--- config.mk ---
export PLATFORM = sky130hd
export DESIGN_NAME = instr_fetch_unit_flat
export DESIGN_NICKNAME = d
export VERILOG_FILES = /design/src/rtl/ifu_pkg.sv /design/src/rtl/ifu_imem_if.sv /design/src/rtl/ifu_redirect_sel.sv /design/src/rtl/instr_fetch_unit.sv /design/src/flat_wrapper.sv
export SDC_FILE = /design/constraint.sdc
export NUM_CORES = 1
export LEC_CHECK = 0
export BUFFER_PORTS_ARGS = -buffer_cell sky130_fd_sc_hd__buf_2
export CORE_MARGIN = 1.5
export CORE_UTILIZATION = 45
export DETAILED_ROUTE_END_ITERATION = 7
export GPL_ROUTABILITY_DRIVEN = 0
export PLACE_DENSITY_LB_ADDON = 0.15
export SLEW_MARGIN = 10
export SYNTH_ARGS = -nofsm -noshare
export SYNTH_HDL_FRONTEND = slang
export SYNTH_SLANG_ARGS = --single-unit
export TNS_END_PERCENT = 30
--- constraint.sdc ---
create_clock -name Clk -period 2.8 [get_ports Clk]
set_input_delay 0.42 -clock Clk [delete_from_list [all_inputs] [get_ports Clk]]
set_output_delay 0.42 -clock Clk [all_outputs]
set_load 0.1 [all_outputs]
--- src/rtl/ifu_pkg.sv ---
// ifu_pkg: shared types, constants and helpers for instr_fetch_unit.
// Perf counters are built only when IFU_PERF_CNT_EN is defined.
package ifu_pkg;

  typedef enum logic {
    S_REQ,
    S_PARK
  } ifu_state_e;

  localparam logic [31:0] WORD_BYTES    = 32'd4;
  localparam logic [31:0] NOP_INSTR_DEF = 32'h0000_0000;

  function automatic logic [31:0] word_align(
    input logic [31:0] a
  );
    return a & ~(WORD_BYTES - 32'd1);
  endfunction

endpackage

--- src/rtl/ifu_imem_if.sv ---
// ifu_imem_if: request/acknowledge instruction-memory port.
// master = fetch unit, slave = instruction memory.
interface ifu_imem_if;

  logic        IMemReq;
  logic [31:0] IMemAddr;
  logic        IMemAck;
  logic [31:0] IMemRdata;

  modport master (
    output IMemReq,
    output IMemAddr,
    input  IMemAck,
    input  IMemRdata
  );

  modport slave (
    input  IMemReq,
    input  IMemAddr,
    output IMemAck,
    output IMemRdata
  );

endinterface

--- src/rtl/ifu_redirect_sel.sv ---
// ifu_redirect_sel: picks the redirect target among jump,
// branch and a parked redirect, word-aligned.
module ifu_redirect_sel
  import ifu_pkg::*;
(
  input  logic        jump_i,
  input  logic [31:0] jump_target_i,
  input  logic        branch_i,
  input  logic [31:0] branch_target_i,
  input  logic        pend_valid_i,
  input  logic [31:0] pend_target_i,
  output logic        now_o,
  output logic        redir_o,
  output logic [31:0] target_o
);

  assign now_o   = jump_i | branch_i;
  assign redir_o = now_o | pend_valid_i;

  // Jump beats branch; a live redirect beats a parked one.
  always_comb begin
    target_o = '0;
    priority case (1'b1)
      jump_i:       target_o = word_align(jump_target_i);
      branch_i:     target_o = word_align(branch_target_i);
      pend_valid_i: target_o = pend_target_i;
      default:      target_o = '0;
    endcase
  end

endmodule

--- src/rtl/instr_fetch_unit.sv ---
// instr_fetch_unit: PC, imem request FSM, skid and IF/ID feed.
// Define IFU_PERF_CNT_EN to build the perf counters.
module instr_fetch_unit
  import ifu_pkg::*;
#(
  parameter logic [31:0] RESET_PC  = 32'h0000_0000,
  parameter logic [31:0] NOP_INSTR = NOP_INSTR_DEF
) (
  input  logic        Clk,
  input  logic        Reset_n,
  input  logic        Stall,
  input  logic        Jump,
  input  logic [31:0] JumpTarget,
  input  logic        BranchTaken,
  input  logic [31:0] BranchTarget,
  ifu_imem_if.master  imem,
  output logic [31:0] NewPCAddress,
  output logic [31:0] Instruction,
  output logic        FetchValid,
  output logic [31:0] PerfFetched,
  output logic [31:0] PerfBubbles
);

  ifu_state_e  state_q, state_d;
  logic [31:0] pc_q, pc_d;
  logic        pend_v_q, pend_v_d;
  logic [31:0] pend_t_q, pend_t_d;
  logic [31:0] skid_ins_q, skid_ins_d;
  logic [31:0] skid_npc_q, skid_npc_d;
  logic [31:0] out_ins_q, out_ins_d;
  logic [31:0] out_npc_q, out_npc_d;
  logic        out_v_q, out_v_d;

  logic        redir_now;
  logic        redir_any;
  logic [31:0] tgt;
  logic [31:0] pc_inc;
  logic        load_v;
  logic        bubble;

  ifu_redirect_sel u_sel (
    .jump_i          (Jump),
    .jump_target_i   (JumpTarget),
    .branch_i        (BranchTaken),
    .branch_target_i (BranchTarget),
    .pend_valid_i    (pend_v_q),
    .pend_target_i   (pend_t_q),
    .now_o           (redir_now),
    .redir_o         (redir_any),
    .target_o        (tgt)
  );

  assign pc_inc        = pc_q + WORD_BYTES;
  assign imem.IMemReq  = (state_q == S_REQ);
  assign imem.IMemAddr = pc_q;

  assign NewPCAddress = out_npc_q;
  assign Instruction  = out_ins_q;
  assign FetchValid   = out_v_q;

  // Next-state: request/park FSM, PC, pending, skid, outputs.
  always_comb begin
    state_d    = state_q;
    pc_d       = pc_q;
    pend_v_d   = pend_v_q;
    pend_t_d   = pend_t_q;
    skid_ins_d = skid_ins_q;
    skid_npc_d = skid_npc_q;
    out_ins_d  = out_ins_q;
    out_npc_d  = out_npc_q;
    out_v_d    = out_v_q;
    load_v     = 1'b0;
    bubble     = 1'b0;
    unique case (state_q)
      S_REQ: begin
        if (!imem.IMemAck) begin
          if (redir_now) begin
            pend_v_d = 1'b1;
            pend_t_d = tgt;
            bubble   = 1'b1;
          end else if (!Stall) begin
            bubble = 1'b1;
          end
        end else if (redir_any) begin
          pc_d     = tgt;
          pend_v_d = 1'b0;
          bubble   = 1'b1;
        end else begin
          pc_d = pc_inc;
          if (Stall) begin
            skid_ins_d = imem.IMemRdata;
            skid_npc_d = pc_inc;
            state_d    = S_PARK;
          end else begin
            out_ins_d = imem.IMemRdata;
            out_npc_d = pc_inc;
            load_v    = 1'b1;
          end
        end
      end
      S_PARK: begin
        if (redir_now) begin
          pc_d       = tgt;
          skid_ins_d = '0;
          skid_npc_d = '0;
          bubble     = 1'b1;
          state_d    = S_REQ;
        end else if (!Stall) begin
          out_ins_d = skid_ins_q;
          out_npc_d = skid_npc_q;
          load_v    = 1'b1;
          state_d   = S_REQ;
        end
      end
    endcase
    if (bubble) begin
      out_v_d   = 1'b0;
      out_ins_d = NOP_INSTR;
    end
    if (load_v) begin
      out_v_d = 1'b1;
    end
  end

  // State registers with asynchronous reset.
  always_ff @(posedge Clk or negedge Reset_n) begin
    if (!Reset_n) begin
      state_q    <= S_REQ;
      pc_q       <= RESET_PC;
      pend_v_q   <= 1'b0;
      pend_t_q   <= '0;
      skid_ins_q <= '0;
      skid_npc_q <= '0;
      out_ins_q  <= NOP_INSTR;
      out_npc_q  <= '0;
      out_v_q    <= 1'b0;
    end else begin
      state_q    <= state_d;
      pc_q       <= pc_d;
      pend_v_q   <= pend_v_d;
      pend_t_q   <= pend_t_d;
      skid_ins_q <= skid_ins_d;
      skid_npc_q <= skid_npc_d;
      out_ins_q  <= out_ins_d;
      out_npc_q  <= out_npc_d;
      out_v_q    <= out_v_d;
    end
  end

`ifdef IFU_PERF_CNT_EN
  logic [31:0] fetched_q;
  logic [31:0] bubbles_q;

  // Count delivered instructions and unstalled bubble cycles.
  always_ff @(posedge Clk or negedge Reset_n) begin
    if (!Reset_n) begin
      fetched_q <= '0;
      bubbles_q <= '0;
    end else begin
      if (load_v) begin
        fetched_q <= fetched_q + 32'd1;
      end
      if (!Stall && !out_v_q) begin
        bubbles_q <= bubbles_q + 32'd1;
      end
    end
  end

  assign PerfFetched = fetched_q;
  assign PerfBubbles = bubbles_q;
`else
  assign PerfFetched = '0;
  assign PerfBubbles = '0;
`endif

endmodule
--- src/flat_wrapper.sv ---
// flat-port wrapper written by rule: the top's interface ports become plain ports
module instr_fetch_unit_flat import ifu_pkg::*;
#(
  parameter logic [31:0] RESET_PC  = 32'h0000_0000,
  parameter logic [31:0] NOP_INSTR = NOP_INSTR_DEF
)
  (Clk, Reset_n, Stall, Jump, JumpTarget, BranchTaken, BranchTarget, NewPCAddress, Instruction, FetchValid, PerfFetched, PerfBubbles, imem_IMemReq, imem_IMemAddr, imem_IMemAck, imem_IMemRdata);
  ifu_imem_if imem_i ();
  input  logic Clk;
  input  logic Reset_n;
  input  logic Stall;
  input  logic Jump;
  input  logic [31:0] JumpTarget;
  input  logic BranchTaken;
  input  logic [31:0] BranchTarget;
  output logic [31:0] NewPCAddress;
  output logic [31:0] Instruction;
  output logic FetchValid;
  output logic [31:0] PerfFetched;
  output logic [31:0] PerfBubbles;
  output wire logic [$bits(imem_i.IMemReq)-1:0] imem_IMemReq;
  output wire logic [$bits(imem_i.IMemAddr)-1:0] imem_IMemAddr;
  input wire logic [$bits(imem_i.IMemAck)-1:0] imem_IMemAck;
  input wire logic [$bits(imem_i.IMemRdata)-1:0] imem_IMemRdata;
  assign imem_IMemReq = imem_i.IMemReq;
  assign imem_IMemAddr = imem_i.IMemAddr;
  assign imem_i.IMemAck = imem_IMemAck;
  assign imem_i.IMemRdata = imem_IMemRdata;
  instr_fetch_unit #(.RESET_PC(RESET_PC), .NOP_INSTR(NOP_INSTR)) u_core (.Clk(Clk), .Reset_n(Reset_n), .Stall(Stall), .Jump(Jump), .JumpTarget(JumpTarget), .BranchTaken(BranchTaken), .BranchTarget(BranchTarget), .imem(imem_i), .NewPCAddress(NewPCAddress), .Instruction(Instruction), .FetchValid(FetchValid), .PerfFetched(PerfFetched), .PerfBubbles(PerfBubbles));
endmodule
After elaboration in Yosys (flattened, before gate mapping)
Cells that the tools add are included.
- flip-flop bits (word level): 195
- input bits: 102
- word-level logic and storage cells: 84
- add/sub/neg operators: 1
- reduce and logical (&&, ||, !) cells: 8
- bitwise gates (word level): 4
- multiplexer cells: 49
- equality and inequality tests: 13
- operator list (operator ; number):
    32-bit two-way mux ; 24
    32-bit one-hot mux with 2 select lines ; 5
    32-bit by 3-bit adder with 32-bit output (second input constant) ; 1
    1-bit two-way mux ; 17
    2-bit inequality test (second input constant) ; 6
    5-bit AND reduction ; 2
    3-bit inequality test (second input constant) ; 3
    1-bit one-hot mux with 2 select lines ; 3
    3-bit AND reduction ; 2
    2-bit by 1-bit inequality test with 1-bit output (second input constant) ; 2
    4-bit AND reduction ; 1
    2-bit nonzero test ; 2
    3-bit by 1-bit inequality test with 1-bit output (second input constant) ; 1
    3-bit by 2-bit inequality test with 1-bit output (second input constant) ; 1
    1-bit inverter ; 2
    1-bit bitwise OR ; 2
    2-bit AND reduction ; 1

Depth between registers and ports, before layout
- depth after elaboration: 7
- depth in mapped cells: 8
- gate-level depth less buffers: 6

Cells and area by module
From an unflattened synthesis, not the netlist that was laid out.
- cells, all modules: 1108
- area total of the unflattened synthesis: 10214.8 um^2
- modules (own cells, without submodules) (module ; times used ; area each (um^2) ; cells each ; seq. area each (um^2)):
    instr_fetch_unit ; 1 ; 9344.0 ; 965 ; 4879.7
    ifu_redirect_sel ; 1 ; 870.8 ; 143 ; 0.0

Worst setup path before layout
OpenSTA, ideal clock, no wires.
- path type: reg2reg
- from: register u_core.pc_q[2], in the netlist u_core.imem.IMemAddr[2]
- to: register u_core.out_npc_q[20], in the netlist u_core.NewPCAddress[20]
- stages on the path, launching flop included: 7
- required time: 2.669 ns
- setup slack: 0.000 ns
- library setup time: 0.131 ns
- arrival: 2.668 ns
- cells stage by stage: dfrtp_1 > ha_1 > nand3_1 > nor3_1 > nand4_1 > and4_1 > or3_1
- word-level cells in the longest chain between the ends: 5
- RTL lines (item ; RTL line ; text):
    start, declared ; instr_fetch_unit.sv:25 ; logic [31:0] pc_q, pc_d;
    start signal, assigned ; instr_fetch_unit.sv:139 ; pc_q <= pc_d;
    32-bit by 3-bit adder with 32-bit output ; instr_fetch_unit.sv:53 ; assign pc_inc = pc_q + WORD_BYTES;
    32-bit two-way mux ; instr_fetch_unit.sv:90 ; if (Stall) begin
    32-bit two-way mux ; instr_fetch_unit.sv:84 ; end else if (redir_any) begin
    32-bit two-way mux ; instr_fetch_unit.sv:76 ; if (!imem.IMemAck) begin
    32-bit one-hot mux with 2 select lines ; instr_fetch_unit.sv:74 ; unique case (state_q)
    end signal, assigned ; instr_fetch_unit.sv:145 ; out_npc_q <= out_npc_d;
    end, declared ; instr_fetch_unit.sv:31 ; logic [31:0] out_npc_q, out_npc_d;
Every way passes these cells. The select of a mux whose other input is x is not followed.
A chain may end at the register's enable or synchronous reset.

Final worst setup path
- from: register u_core.state_q
- to: output port imem_IMemReq
- word-level cells in the longest chain between the ends: 1
- RTL lines (item ; RTL line ; text):
    start, declared ; instr_fetch_unit.sv:24 ; ifu_state_e state_q, state_d;
    start signal, assigned ; instr_fetch_unit.sv:138 ; state_q <= state_d;
    1-bit inverter (no line) ; n/a ;
    end, declared ; flat_wrapper.sv:21 ; output wire logic [$bits(imem_i.IMemReq)-1:0] imem_IMemReq;
Every way passes these cells.

==> metrics.md <==
| Metric | Value |
|---|---|
| Status | finished with violations |
| Violated checks | hold timing |
| Final max-slew violation count | 0 |
| Clock Path Buffers | 2 |
| Row cnt | 53 |
| RSZ-0062 raised after global routing | no |
| GRT Total Usage | 23.7% |
| Setup Skew | 0.0130 ns |
| Fin. Hold Viols | 3 |
| Port buffer count | 195 |
| EDFF count, synth | 0 |
| WS Path Type | register to primary output |
| Diodes inserted | 0 |
| Critical path required time | 2.38 ns |
| P_int | 0.00529 W |
| F_max | 381 MHz |
| Comb power frac | 33.7% |
| Final TNS setup | 0 ns |
| Seq cells post-synth | 195 |
| Die Wd | 150 um |
| Cells after DPL | 1449 |
| Clock Root Buffer | clkbuf_16 |
| Area growth, synth to finish | 17.9% |
| # clock sinks | 195 |
| H-tree depth | 4 |
| Final Setup Violations | 0 |
| Setup crit end kind | primary output |
| Post-synth top area cell | dfrtp_1 |
| Sequential area share after synthesis | 50.1% |
| Vias | 8031 |
| DRT Wirelength | 26.4 mm |
| Layout Cell Area excl Fill | 11500 um2 |
| Nets | 1296 |
| I/O pin count | 264 |
| Worst setup endpoint | imem_IMemReq |
| Grt ovf | 0 |
| Largest net degree at the start of global routing | 67 |
| Detail Route Antenna Nets | 0 |
| Crit path max fanout | 37 |
| Die ar. | 22500 um2 |
| Post-synth cell types | 53 |
| Final worst path period need | 2.62 ns |
| Total core area | 21200 um2 |
| R2r setup slk | 0.33 ns |
| Period Utilization, post-route | 93.6% |
| Max IR drop VDD | 0.418 mV |
| Reg power frac | 38.6% |
| Commonest cells after routing, fill and taps aside | buf_2, dfrtp_1, nand2_1 |
| Max_cap viols | 0 |
| Mux cell area share after synthesis | 4.96% |
| First-pass GRT wire length | 41.4 mm |
| Post-Syn Instances | 1021 |
| Leak | 5.51 nW |
| Initial antenna violation count | 0 |
| Crit-path cells | buf_4 > inv_2 > buf_4 > buf_2 |
| First DRT Iteration DRCs | 537 |
| Synth Area in Simple Gates | 14.2% |
| Layout cells sized above 1 | 23.2% |
| DRC | 0 |
| Vias in the first global route | 7401 |
| Largest family of logic cells by synthesized area | compound AO/OA/AOI/OAI gates |
| Hold slack | -0.00773 ns |
| Area after DPL | 10900 um2 |
| Crit Reg-Reg Startpoint | u_core.imem.IMemAddr[2] |
| Routed len/inst | 17.9 um |
| Compound-Gate Fraction of Synth Area | 20.0% |
| Latest clock arrival within the worst-skew pair | 0.44 ns |
| Worst-Margin Slew | 1.07 ns |
| Inserted Clock Buffers | 17 |
| Async SR Flop Fraction | 100% |
| Synth Flop Type | dfrtp_1 |
| Initial core utilization | 46.0% |
| Routed vias/inst | 5.42 |
| Detailed Place HPWL | 18.5 mm |
| Synth Area in Adders | 0.129% |
| Highest-delay cell along the critical path | dfrtp_4 |
| Finished Layout Cells | 1481 |
| Die height | 150 um |
| CP Data Arrival Time | 2.20 ns |
| Pwr Density | 811 nW/um2 |
| Setup bufs post-CTS | 0 |
| Startpoint Class | register |
| Crit-path max cell delay | 0.52 ns |
| Switching Share | 43.2% |
| TritonCTS clock tree | built |
| Reg2reg end | u_core.NewPCAddress[26] |
| Clock power frac | 27.7% |
| Crit path from | u_core.state_q |
| Cts hold-fix bufs | 0 |
| Post-CTS Resized | 0 |
| Clock Pin Slew Worst Setup and Hold Paths | 0.07 ns |
| First-pass detailed-route iteration total | 7 |
| Top cells by area, synth | dfrtp_1, nand2_1, o21ai_0 |
| Slew headroom | 28.3% |
| Xor/xnor share of the synthesized area | 2.07% |
| Hold WC Path Type | primary input to asynchronous set/reset pin |
| Synth top area share | 50.1% |
| Fin util | 54.3% |
| Cell mode on critical path | buf_4 |
| Synthesized area | 9740 um2 |
| Synth warnings | 0 |
| NetSw | 0.00402 W |
| R2r worst-path depth | 6 |
| Mean Syn Cell Area | 9.54 um2 |
-- layer usage --
layer	up-vias	global-route usage, %	routed length (um)
li1	3850	-	-
met3	30	5.49	1690
met5	-	0	0
met1	3895	34.9	12500
met4	0	6.42	447
met2	256	34.7	11800
-- per-stage QoR --
| stage | total power, W | worst slack (ns) |
|---|---|---|
| 6_report | 0.00931 | 0.178 |
| 5_1_grt | 0.00971 | 0.100 |
| 4_1_cts | 0.00938 | 0.171 |
| 3_5_place_dp | 0.00679 | 0.344 |
| 3_3_place_gp | 0.00675 | 0.405 |
| 2_1_floorplan | 0.00617 | 0.000279 |
-- area by class of cell --
type / instances / area [um2]
Clock inverter: 15 / 195
Tap cell: 275 / 344
Timing Repair Buffer: 227 / 1270
Inverter: 13 / 48.8
Fill cell: 1952 / 9680
Sequential cell: 195 / 4880
Multi-Input combinational cell: 739 / 4310
Clock buffer: 17 / 425
-- registers in the layout, summed over array words and instances (netlist names) --
register	count
u_core.Instruction	32
u_core.imem.IMemAddr	32
u_core.NewPCAddress	32
u_core.pend_v_q	1
u_core.skid_ins_q	32
u_core.state_q	1
u_core.FetchValid	1
u_core.skid_npc_q	32
u_core.pend_t_q	32
-- critical path: cells and delay by family, from the launching register on --
kind | cells | cell delay, ns
buf+inv | 4 | 1.24
flops | 1 | 0.52
-- cells by family after synthesis --
family / count (synthesis)
DFF: 195
and+or+nand+nor: 305
adders and majority gates: 1
xor gates and xnor gates: 23
buffers and inverters: 150
muxes: 48
AOI/OAI and AO/OA: 298
other: 1
-- how the worst min path moves through the flow --
| stage | depth (start not counted) | end |
|---|---|---|
| 3_3_place_gp | 2 | u_core.NewPCAddress[17] |
| 4_1_cts | 1 | u_core.Instruction[24] |
| 5_1_grt | 1 | u_core.Instruction[24] |
| 2_1_floorplan | 0 | u_core.FetchValid |
| 3_5_place_dp | 2 | u_core.pend_t_q[30] |
| 6_report | 1 | u_core.Instruction[24] |
-- power groups by stage --
stage / combinational, W / clock, W / sequential [W]
after floorplan: 0.00117 / 0 / 0.00500
after global routing: 0.00331 / 0.00275 / 0.00365
after global placement: 0.00313 / 0 / 0.00362
after detailed placement: 0.00315 / 0 / 0.00363
after CTS: 0.00316 / 0.00264 / 0.00359
final: 0.00314 / 0.00258 / 0.00359
-- Yosys cell counts, types with 2 or more instances --
cell	count
o2bb2ai_1	26
or2_2	2
nand3_1	20
o211ai_1	5
xnor2_1	15
buf_1	5
xor2_1	8
nor2_1	36
nor4_1	7
clkbuf_2	2
nand2_1	183
nor4_2	2
inv_1	12
a21bo_2	4
a22oi_1	24
o21a_1	3
or4_1	2
o31a_1	2
o311ai_1	2
a221oi_1	2
and4_1	7
nand4_1	8
mux2_2	2
and2_1	4
nand2b_1	4
a21oi_1	31
a22o_1	47
and3_1	4
dfrtp_1	195
o31ai_1	2
buf_2	16
a31oi_1	11
nor3_1	16
o22ai_1	11
nor2b_1	3
a221o_1	4
mux2i_1	46
clkbuf_1	49
o21ai_0	121
buf_4	65
(Power assumes the default switching activity.)
